**src/rtl/tx_arbiter_pkg.sv**
```systemverilog
// Shared types for the TL TX arbiter: source tags, flow-control classes,
// dispatcher states and the tag-to-class / tag-to-grant mappings.
package tx_arbiter_pkg;

    localparam int unsigned SRC_W   = 3;
    localparam int unsigned NUM_SRC = 4;

    typedef enum logic [SRC_W-1:0] {
        NO_SOURCE     = 3'd0,
        AXI_MASTER_P  = 3'd1,
        AXI_MASTER_NP = 3'd2,
        AXI_SLAVE_CPL = 3'd3,
        RX_ROUTER_CPL = 3'd4
    } tx_src_t;

    typedef enum logic [1:0] {
        FC_P   = 2'd0,
        FC_NP  = 2'd1,
        FC_CPL = 2'd2
    } fc_class_t;

    typedef enum logic [1:0] {
        S_IDLE,
        S_FETCH,
        S_CHECK,
        S_XMIT
    } disp_state_t;

    function automatic fc_class_t src2class(input tx_src_t src);
        case (src)
            AXI_MASTER_NP:                src2class = FC_NP;
            AXI_SLAVE_CPL, RX_ROUTER_CPL: src2class = FC_CPL;
            default:                      src2class = FC_P;
        endcase
    endfunction

    function automatic logic [NUM_SRC-1:0] src2onehot(input tx_src_t src);
        case (src)
            AXI_MASTER_P:  src2onehot = 4'b0001;
            AXI_MASTER_NP: src2onehot = 4'b0010;
            AXI_SLAVE_CPL: src2onehot = 4'b0100;
            RX_ROUTER_CPL: src2onehot = 4'b1000;
            default:       src2onehot = '0;
        endcase
    endfunction

endpackage

```
**src/rtl/tx_req_packer.sv**
```systemverilog
// Packs the per-source request pulses into consecutive recorder slots in
// fixed priority (ascending bit) order and reports how many were packed.
module tx_req_packer
    import tx_arbiter_pkg::*;
(
    input  logic [NUM_SRC-1:0] req_valid,
    output logic [2:0]         wr_mode,
    output tx_src_t            wr_data [NUM_SRC]
);

    logic [2:0] slot_cnt;

    always_comb begin
        slot_cnt = '0;
        for (int unsigned i = 0; i < NUM_SRC; i++) begin
            wr_data[i] = NO_SOURCE;
        end
        for (int unsigned i = 0; i < NUM_SRC; i++) begin
            if (req_valid[i]) begin
                wr_data[slot_cnt[1:0]] = tx_src_t'(SRC_W'(i + 1));
                slot_cnt               = slot_cnt + 3'd1;
            end
        end
        wr_mode = slot_cnt;
    end

endmodule

```
**src/rtl/tx_seq_dispatcher.sv**
```systemverilog
// TL TX arbiter control: pushes arrival-ordered source tags into the sequence
// recorder and grants the oldest one once its flow-control credits allow.
module tx_seq_dispatcher
    import tx_arbiter_pkg::*;
#(
    parameter int unsigned FIFO_DEPTH = 10,
    parameter int unsigned ADDR_WIDTH = $clog2(FIFO_DEPTH),
    parameter int unsigned HDR_CR_W   = 8,
    parameter int unsigned DATA_CR_W  = 12
) (
    input  logic                   clk,
    input  logic                   arst,
    input  logic [3:0]             req_valid,
    output logic                   req_ready,
    output logic                   seq_wr_en,
    output logic [2:0]             seq_wr_mode,
    output logic [SRC_W-1:0]       seq_wr_data_1,
    output logic [SRC_W-1:0]       seq_wr_data_2,
    output logic [SRC_W-1:0]       seq_wr_data_3,
    output logic [SRC_W-1:0]       seq_wr_data_4,
    input  logic [ADDR_WIDTH:0]    seq_available,
    input  logic                   seq_full,
    input  logic                   seq_empty,
    output logic                   seq_rd_en,
    output logic [1:0]             seq_rd_mode,
    input  logic [SRC_W-1:0]       seq_rd_data_1,
    input  logic [HDR_CR_W-1:0]    cr_p_hdr,
    input  logic [HDR_CR_W-1:0]    cr_np_hdr,
    input  logic [HDR_CR_W-1:0]    cr_cpl_hdr,
    input  logic [DATA_CR_W-1:0]   cr_p_data,
    input  logic [DATA_CR_W-1:0]   cr_np_data,
    input  logic [DATA_CR_W-1:0]   cr_cpl_data,
    input  logic [4*DATA_CR_W-1:0] src_data_need,
    input  logic                   tlp_done,
    output logic [3:0]             grant,
    output logic                   cr_consume_vld,
    output logic [1:0]             cr_consume_class,
    output logic [DATA_CR_W-1:0]   cr_consume_data,
    output logic                   proto_err
);

    logic [2:0] wr_cnt;
    tx_src_t    pk_data [NUM_SRC];

    tx_req_packer u_packer (
        .req_valid (req_valid),
        .wr_mode   (wr_cnt),
        .wr_data   (pk_data)
    );

    assign req_ready     = (32'(seq_available) >= 32'(wr_cnt)) && !seq_full;
    assign seq_wr_en     = (wr_cnt != 3'd0) && req_ready;
    assign seq_wr_mode   = wr_cnt;
    assign seq_wr_data_1 = pk_data[0];
    assign seq_wr_data_2 = pk_data[1];
    assign seq_wr_data_3 = pk_data[2];
    assign seq_wr_data_4 = pk_data[3];
    assign seq_rd_mode   = 2'b01;

    disp_state_t          state_q, state_d;
    tx_src_t              head_q, head_d;
    logic [3:0]           grant_q, grant_d;
    logic                 cr_vld_q, cr_vld_d;
    fc_class_t            cr_class_q, cr_class_d;
    logic [DATA_CR_W-1:0] cr_data_q, cr_data_d;
    logic                 err_q, err_d;

    fc_class_t            head_class;
    logic [HDR_CR_W-1:0]  hdr_sel;
    logic [DATA_CR_W-1:0] data_sel;
    logic [DATA_CR_W-1:0] need_sel;
    logic                 cr_ok;

    always_comb begin
        head_class = src2class(head_q);
        case (head_class)
            FC_NP:   begin hdr_sel = cr_np_hdr;  data_sel = cr_np_data;  end
            FC_CPL:  begin hdr_sel = cr_cpl_hdr; data_sel = cr_cpl_data; end
            default: begin hdr_sel = cr_p_hdr;   data_sel = cr_p_data;   end
        endcase
        case (head_q)
            AXI_MASTER_P:  need_sel = src_data_need[0*DATA_CR_W +: DATA_CR_W];
            AXI_MASTER_NP: need_sel = src_data_need[1*DATA_CR_W +: DATA_CR_W];
            AXI_SLAVE_CPL: need_sel = src_data_need[2*DATA_CR_W +: DATA_CR_W];
            RX_ROUTER_CPL: need_sel = src_data_need[3*DATA_CR_W +: DATA_CR_W];
            default:       need_sel = '0;
        endcase
        cr_ok = (hdr_sel != '0) && (data_sel >= need_sel);
    end

    always_comb begin
        state_d    = state_q;
        head_d     = head_q;
        grant_d    = grant_q;
        cr_vld_d   = 1'b0;
        cr_class_d = cr_class_q;
        cr_data_d  = cr_data_q;
        err_d      = err_q;
        seq_rd_en  = 1'b0;

        if (tlp_done && (state_q != S_XMIT)) begin
            err_d = 1'b1;
        end

        case (state_q)
            S_IDLE: begin
                if (!seq_empty) begin
                    seq_rd_en = 1'b1;
                    state_d   = S_FETCH;
                end
            end
            // The recorder registers its output on the pop edge, so the tag is
            // already stable here without waiting an extra cycle.
            S_FETCH: begin
                head_d = tx_src_t'(seq_rd_data_1);
                if (seq_rd_data_1 == NO_SOURCE) begin
                    err_d   = 1'b1;
                    state_d = S_IDLE;
                end else begin
                    state_d = S_CHECK;
                end
            end
            S_CHECK: begin
                if (cr_ok) begin
                    grant_d    = src2onehot(head_q);
                    cr_vld_d   = 1'b1;
                    cr_class_d = head_class;
                    cr_data_d  = need_sel;
                    state_d    = S_XMIT;
                end
            end
            S_XMIT: begin
                if (tlp_done) begin
                    grant_d = '0;
                    if (!seq_empty) begin
                        seq_rd_en = 1'b1;
                        state_d   = S_FETCH;
                    end else begin
                        state_d = S_IDLE;
                    end
                end
            end
            default: state_d = S_IDLE;
        endcase
    end

    always_ff @(posedge clk or negedge arst) begin
        if (!arst) begin
            state_q    <= S_IDLE;
            head_q     <= NO_SOURCE;
            grant_q    <= '0;
            cr_vld_q   <= 1'b0;
            cr_class_q <= FC_P;
            cr_data_q  <= '0;
            err_q      <= 1'b0;
        end else begin
            state_q    <= state_d;
            head_q     <= head_d;
            grant_q    <= grant_d;
            cr_vld_q   <= cr_vld_d;
            cr_class_q <= cr_class_d;
            cr_data_q  <= cr_data_d;
            err_q      <= err_d;
        end
    end

    assign grant            = grant_q;
    assign cr_consume_vld   = cr_vld_q;
    assign cr_consume_class = cr_class_q;
    assign cr_consume_data  = cr_data_q;
    assign proto_err        = err_q;

endmodule

```
**config.mk**
```make
export PLATFORM = sky130hd
export DESIGN_NAME = tx_seq_dispatcher
export DESIGN_NICKNAME = d
export VERILOG_FILES = /design/src/rtl/tx_arbiter_pkg.sv /design/src/rtl/tx_req_packer.sv /design/src/rtl/tx_seq_dispatcher.sv
export SDC_FILE = /design/constraint.sdc
export NUM_CORES = 1
export LEC_CHECK = 0
export ABC_AREA = 1
export BUFFER_PORTS_ARGS = -buffer_cell sky130_fd_sc_hd__buf_2
export CORE_MARGIN = 5
export CORE_UTILIZATION = 47
export DETAILED_ROUTE_END_ITERATION = 8
export PLACE_DENSITY = 0.87
export SETUP_SLACK_MARGIN = 0.3
export SYNTH_ARGS = -nofsm -noshare
export SYNTH_HDL_FRONTEND = slang
export SYNTH_SLANG_ARGS = --single-unit
```
**constraint.sdc**
```tcl
create_clock -name clk -period 7.1 [get_ports clk]
set_input_delay 0.71 -clock clk [delete_from_list [all_inputs] [get_ports clk]]
set_output_delay 0.71 -clock clk [all_outputs]
set_load 0.01 [all_outputs]
```
==> metrics.md, run 1 <==
| Metric | Value |
|---|---|
| GRT Util Overall | `0.2202` |
| IO Pins | `165` |
| Resize count post-CTS | `0` |
| Area Overhead vs Synth | `33.17%` |
| Via count | `2958` |
| Comb pwr share | `0.763` |
| Min Hold Slack | `407.7 ps` |
| Clk root buf | `clkbuf_8` |
| Netlist cell types | `37` |
| Yosys reg bits | `25` |
| Die height | `84.47 um` |
| Pin slew with the least headroom to its limit | `871.5 ps` |
| Data arrival, critical path | `3180 ps` |
| Layout cell share with drive strength beyond 1 | `0.4176` |
| Hold_buf cts | `0` |
| Setup Skew | `13.98 ps` |
| GPL Wtd Cong | `0.9079` |
| Post-DR vias/cell | `5.082` |
| Starting Density | `0.4792` |
| Worst Setup End Kind | `primary output` |
| DRT iter0 DRCs | `113` |
| Leakage | `2.025 nW` |
| Final Max Slew Viols | `0` |
| Setup Buffers After CTS | `0` |
| Syn. warnings | `0` |
| CTS tree | `done` |
| Antenna violations before repair | `0` |
| Dpl hpwl | `6.979 mm` |
| Post-DR wirelength/cell | `14.04 um` |
| Setup violators final | `0` |
| Min-delay worst type | `input port to asynchronous set/reset pin` |
| Drt pass-1 iters | `4` |
| Clk slew on worst S/H paths | `100 ps` |
| Post-synth net total | `515` |
| Most common cell after layout, fill and taps aside | `buf_2` |
| Hold Violations, Final | `0` |
| # H-tree levels | `1` |
| Clock Path Buffers | `2` |
| Avg Inst Size Synth | `7.280 um2` |
| P_sw | `0.7757 mW` |
| Die X | `84.47 um` |
| Drt total wl | `8.171 mm` |
| Req. time, crit path | `6390 ps` |
| Ant diodes | `0` |
| # clock sinks | `25` |
| Switching share of total power | `0.5379` |
| Final core occ | `0.6381` |
| Max-Slew Margin vs Limit | `0.4158` |
| Vias in the first global route | `2958` |
| Port bufs | `162` |
| Register area | `625.6 um2` |
| Fmax | `257.0 MHz` |
| Pin count of the biggest net entering global routing | `28` |
| First-pass GRT wire length | `13.07 mm` |
| Grt total ovfl | `0` |
| Setup TNS | `0 ps` |
| Synth async-reset ratio | `1.000` |
| Fin crit share | `0.5480` |
| Worst vdd ir | `0.2899 mV` |
| Dominant synthesized flop cell | `dfrtp_1` |
| Area occupied by multi-input gates | `1644 um2` |
| Cells after Synth | `358` |
| Clock group share of total power | `0.062` |
| Skew-Pair Late Insertion Delay | `270 ps` |
| Crit path time final | `3890 ps` |
| Crit path launch type | `input port` |
| Layout fillers | `478` |
| Number of enable flip-flop cells after synthesis | `0` |
| Crit path kind | `input port to primary output` |
| CTS buffer count | `3` |
| Status | `finished clean` |
| Post-Syn Area | `2606 um2` |
| Post-route ant nets | `0` |
| Seq/Total Area, Yosys | `0.2400` |
| Number of max-cap violations | `0` |
| Crit Path Max Fanout | `5` |
| Power per cell area | `415.5 nW/um2` |
| Commonest cells after routing, fill and taps aside | `buf_2 (162), nand2_1 (86), inv_1 (51)` |
| RSZ-0062 raised after global routing | `false` |
| Core Rows | `27` |
| CORE AREA | `5439 um2` |
| Die area | `7134 um2` |
| Reg power frac | `0.176` |
| Nets | `668` |
| DRC violations left | `0` |
| Int Pwr | `0.6664 mW` |
-- area by class of cell --
type | instances | area share
Tap cell | 72 | 0.02596
Multi-Input combinational cell | 254 | 0.4737
Sequential cell | 25 | 0.1802
Timing Repair Buffer | 163 | 0.2358
Clock buffer | 3 | 0.01190
Inverter | 64 | 0.06994
Clock inverter | 1 | 0.002523
-- critical path: stages --
cell and delay, ps:
buf_2 130, inv_1 90, fa_1 630, inv_1 90, ha_1 280, o21ai_1 170, inv_1 80, ha_1 290
a21boi_0 160, o21ai_0 90, nand2_1 70, nand2_1 80, a31oi_1 150, buf_2 150
-- metal layers --
layer | global-route usage | vias to the layer above | share of wire
li1 | - | 1478 | -
met1 | 0.2539 | 1308 | 0.39
met2 | 0.4010 | 160 | 0.50
met3 | 0.05692 | 12 | 0.10
met4 | 0.06187 | 0 | 0.011
met5 | 0 | - | 0
-- cell usage after synthesis (4+ instances only) --
| library cell | number | share of area |
|---|---|---|
| a21oi_1 | 7 | 0.013 |
| a221o_1 | 13 | 0.050 |
| a22o_1 | 4 | 0.013 |
| buf_4 | 5 | 0.014 |
| clkbuf_1 | 5 | 0.0072 |
| dfrtp_1 | 25 | 0.24 |
| ha_1 | 31 | 0.15 |
| inv_1 | 51 | 0.073 |
| inv_2 | 12 | 0.017 |
| nand2_1 | 86 | 0.12 |
| nand2_2 | 8 | 0.019 |
| nand3_1 | 6 | 0.012 |
| nand4_1 | 7 | 0.017 |
| nor2_1 | 20 | 0.029 |
| o21ai_0 | 25 | 0.048 |
| o21ai_1 | 8 | 0.015 |
| o21ai_2 | 13 | 0.044 |
-- state kept, by name (all words and copies together) (netlist names), named ones only --
signal	cells
cr_consume_class	2
cr_consume_data	12
cr_consume_vld	1
grant	4
head_q	3
proto_err	1
state_q	1
-- final timing paths --
path / from / end / slack, ps / cells after the start
min reg2reg: cr_consume_data[1] / cr_consume_data[1] / 490 / 2
max: req_valid[0] / seq_wr_en / 3210 / 14
min in group clk: cr_consume_data[1] / cr_consume_data[1] / 490 / 2
max in group asynchronous: arst / cr_consume_data[1] / 6310 / 1
max reg2reg: head_q[0] / cr_consume_data[6] / 3290 / 18
min: arst / grant[1] / 410 / 1
-- cell families (layout without fill, tap and decap cells) --
family | Yosys count | count (layout) | synth area share
flip-flops | 25 | 25 | 0.2400
other | 2 | 2 | 0.002882
AO/OA/AOI/OAI | 79 | 79 | 0.2189
XOR/XNOR | 1 | 1 | 0.003361
buffers and inverters | 79 | 231 | 0.1291
AND/OR/NAND/NOR | 140 | 140 | 0.2492
adder cells (fa/ha/maj) | 32 | 32 | 0.1565
-- power groups by stage --
| stage | combinational (mW) | sequential (mW) | clock, mW |
|---|---|---|---|
| after global placement | 1.07 | 0.252 | 0 |
| after floorplan | 0.804 | 0.272 | 0 |
| after CTS | 1.11 | 0.253 | 0.0891 |
| final | 1.10 | 0.254 | 0.0888 |
| after detailed placement | 1.10 | 0.255 | 0 |
| after global routing | 1.26 | 0.261 | 0.0964 |
-- per-stage QoR --
step / std cells / setup slack (ps) / area (um2) / power [mW]
floorplan: 358 / 3423 / 2606 / 1.076
global placement: 578 / 3372 / 3421 / 1.317
detailed placement: 578 / 3218 / 3421 / 1.358
CTS: 582 / 3201 / 3471 / 1.450
global route: 582 / 2947 / 3471 / 1.613
finish: 582 / 3210 / 3471 / 1.442
(Power assumes the default switching activity.)
==> inputs of run 2 (changes only) <==
- CORE_UTILIZATION: 47 -> 44
- PLACE_DENSITY: 0.87 -> 0.82
- clock period: 7.1 -> 4.1 ns (I/O delays scaled with it)
==> run 2 against run 1 <==
  * Global-route usage shrank 1.7 points
  * Sequential power grew 74%
  * Combinational power up 74%
  * Die area is 6.0% higher
  * Final area grew 0.25%
  * Critical path type is now flop to flop
  * Critical path depth is 6 higher
  * Clock skew is 9.5 ps lower
  * Sequential cell count is the same
  * Register-to-register slack got worse by 2600 ps
  * Wire length decreased by 1.3%
  * Setup slack got worse by 2600 ps
==> metrics.md, run 2 (same netlist as run 1, synthesis figures left out) <==
| Metric | Value |
|---|---|
| Status | `finished clean` |
| Finished layout cell area | `3480 um2 (+0.25%)` |
| Final core occ | `0.5947 (-0.04340)` |
| P_sw | `1.331 mW (+72%)` |
| Commonest cells after routing, fill and taps aside | `buf_2 (162), nand2_1 (86), inv_1 (51)` |
| Critical Path Start | `head_q[2]` |
| Fmax | `290.4 MHz` |
| Worst Setup End Kind | `flop` |
| Max reg flops | `12 (unchanged)` |
| Area Overhead vs Synth | `33.51%` |
| Post-route ant nets | `0 (unchanged)` |
| Starting Density | `0.4455 (-0.03371)` |
| Switching share of total power | `0.5334 (-0.004448)` |
| Via count | `2934 (-0.81%)` |
| Crit path kind | `flop to flop` |
| Min-delay worst type | `input port to asynchronous set/reset pin` |
| Hold_buf cts | `0 (unchanged)` |
| CTS buffer count | `3 (unchanged)` |
| DRT iter0 DRCs | `87 (-23%)` |
| # clock sinks | `25 (unchanged)` |
| Dpl ws | `553.3 ps (-2664 ps)` |
| Clk root buf | `clkbuf_8` |
| Comb pwr share | `0.764 (about the same)` |
| Ant diodes | `0 (unchanged)` |
| Int Pwr | `1.164 mW (+75%)` |
| Leakage | `2.025 nW (about the same)` |
| DRC violations left | `0 (unchanged)` |
| Vias in the first global route | `2867 (-3.1%)` |
| Die X | `86.96 um (+3.0%)` |
| Post-DR wirelength/cell | `13.76 um (-2.0%)` |
| Req. time, crit path | `4300 ps (-2090 ps)` |
| Crit Reg-Reg Startpoint | `head_q[2]` |
| DP Area | `3432 um2 (+0.33%)` |
| Layout cell share with drive strength beyond 1 | `0.4188 (+0.001140)` |
| Fin cells | `586 (+0.69%)` |
| Skew-Pair Late Insertion Delay | `270 ps (about the same)` |
| Hold Violations, Final | `0 (unchanged)` |
| Die height | `86.96 um (+3.0%)` |
| Core Rows | `28 (+3.7%)` |
| Post-DR vias/cell | `5.007 (-1.5%)` |
| Crit Path Max Fanout | `27 (+22)` |
| Antenna violations before repair | `0 (unchanged)` |
| Setup violators final | `0 (unchanged)` |
| First-pass GRT wire length | `12.46 mm (-4.6%)` |
| Fin crit share | `0.8398` |
| Setup TNS | `0 ps (unchanged)` |
| Clock group share of total power | `0.059 (-0.003)` |
| Drt pass-1 iters | `4 (unchanged)` |
| CTS tree | `done` |
| Reg2Reg Depth | `20 (+2)` |
| Worst vdd ir | `0.3082 mV (+6.3%)` |
| Crit path time final | `3443 ps` |
| # H-tree levels | `1 (unchanged)` |
| Port bufs | `162 (unchanged)` |
| FF-to-FF setup slack | `660 ps (-2630 ps)` |
| Number of max-cap violations | `0 (unchanged)` |
| GRT Util Overall | `0.2032 (-0.01700)` |
| Grt total ovfl | `0 (unchanged)` |
| Setup Skew | `4.479 ps (-9.498 ps)` |
| RR Endpoint | `cr_consume_data[7]` |
| Reg power frac | `0.177 (about the same)` |
| CORE AREA | `5851 um2 (+7.6%)` |
| Data arrival, critical path | `3650 ps (+470 ps)` |
| Crit path launch type | `flop` |
| Clk slew on worst S/H paths | `90 ps (about the same)` |
| Pin count of the biggest net entering global routing | `28 (unchanged)` |
| Nets | `669 (+0.15%)` |
| Dpl hpwl | `6.898 mm (-1.2%)` |
| Clock Path Buffers | `2 (unchanged)` |
| Power per cell area | `717.1 nW/um2 (+73%)` |
| Setup Buffers After CTS | `0 (unchanged)` |
| Fin worst setup slack | `656.8 ps (-2553 ps)` |
| Max-Slew Margin vs Limit | `0.4435 (+0.02763)` |
| Die area | `7562 um2 (+6.0%)` |
| Most common cell after layout, fill and taps aside | `buf_2` |
| IO Pins | `165 (unchanged)` |
| Dpl cells | `582 (+0.69%)` |
| RSZ-0062 raised after global routing | `false` |
| Pin slew with the least headroom to its limit | `830.3 ps (-41.21 ps)` |
| Drt total wl | `8.062 mm (-1.3%)` |
| GPL Wtd Cong | `0.8762 (-3.5%)` |
| Final Max Slew Viols | `0 (unchanged)` |
| Resize count post-CTS | `0 (unchanged)` |
==> run 2: cell count changes in the layout (fill, tap and decap cells not counted) <==
cell	previous run	this run
buf_4	1	2
clkbuf_1	0	1
ha_1	31	30
ha_2	0	1
inv_6	1	0
==> run 2: stage by stage <==
stage | power (mW) | hold slack (ps)
6_report | 2.495 | 119.1
5_1_grt | 2.768 | 165.3
4_1_cts | 2.506 | 135.1
3_5_place_dp | 2.348 | 428.7
3_3_place_gp | 2.262 | 426.4
2_1_floorplan | 1.864 | 114.4
==> run 2: routing by layer <==
layer  vias to the layer above  track usage  share of wire
li1                       1488            -              -
met2                       140       0.3844           0.49
met3                        12      0.04636          0.099
met4                         0      0.05807          0.015
met5                         -            0              0
met1                      1294       0.2235           0.39
==> run 2: worst max path at each step <==
stage / end / slack [ps] / cells after the start
2_1_floorplan: cr_consume_data[8] / 790 / 23
3_3_place_gp: cr_consume_data[1] / 740 / 19
4_1_cts: cr_consume_data[7] / 510 / 20
3_5_place_dp: cr_consume_data[7] / 550 / 20
5_1_grt: cr_consume_data[1] / 350 / 19
6_report: cr_consume_data[7] / 660 / 20
==> run 2: critical path, cell delays in order (launching register included) <==
cell and delay, ps:
dfrtp_1 440, inv_2 90, nand3_1 250, nand2_1 190, inv_1 80, ha_2 480, inv_2 150, o21ai_0 230
inv_1 70, ha_1 290, nand2_1 90, inv_2 30, nand2_1 80, nor2_1 50, nor2_1 140, nand2_2 90
nand3_4 110, nor2_8 50, inv_4 280, nand2_1 110, o21ai_2 70
==> run 2: area by class of cell <==
type	count	area, um2
timing repair buffer	164	825.8
tap	75	93.84
sequential	25	625.6
clock buffer	4	45.04
multi-input combinational	254	1647
fill	531	2371
inverter	64	242.7
==> run 2: power groups by stage <==
stage	clock (mW)	combinational (mW)	sequential, mW
5_1_grt	0.156	2.16	0.457
3_3_place_gp	0	1.82	0.445
6_report	0.147	1.91	0.442
2_1_floorplan	0	1.39	0.471
3_5_place_dp	0	1.90	0.445
4_1_cts	0.146	1.92	0.441
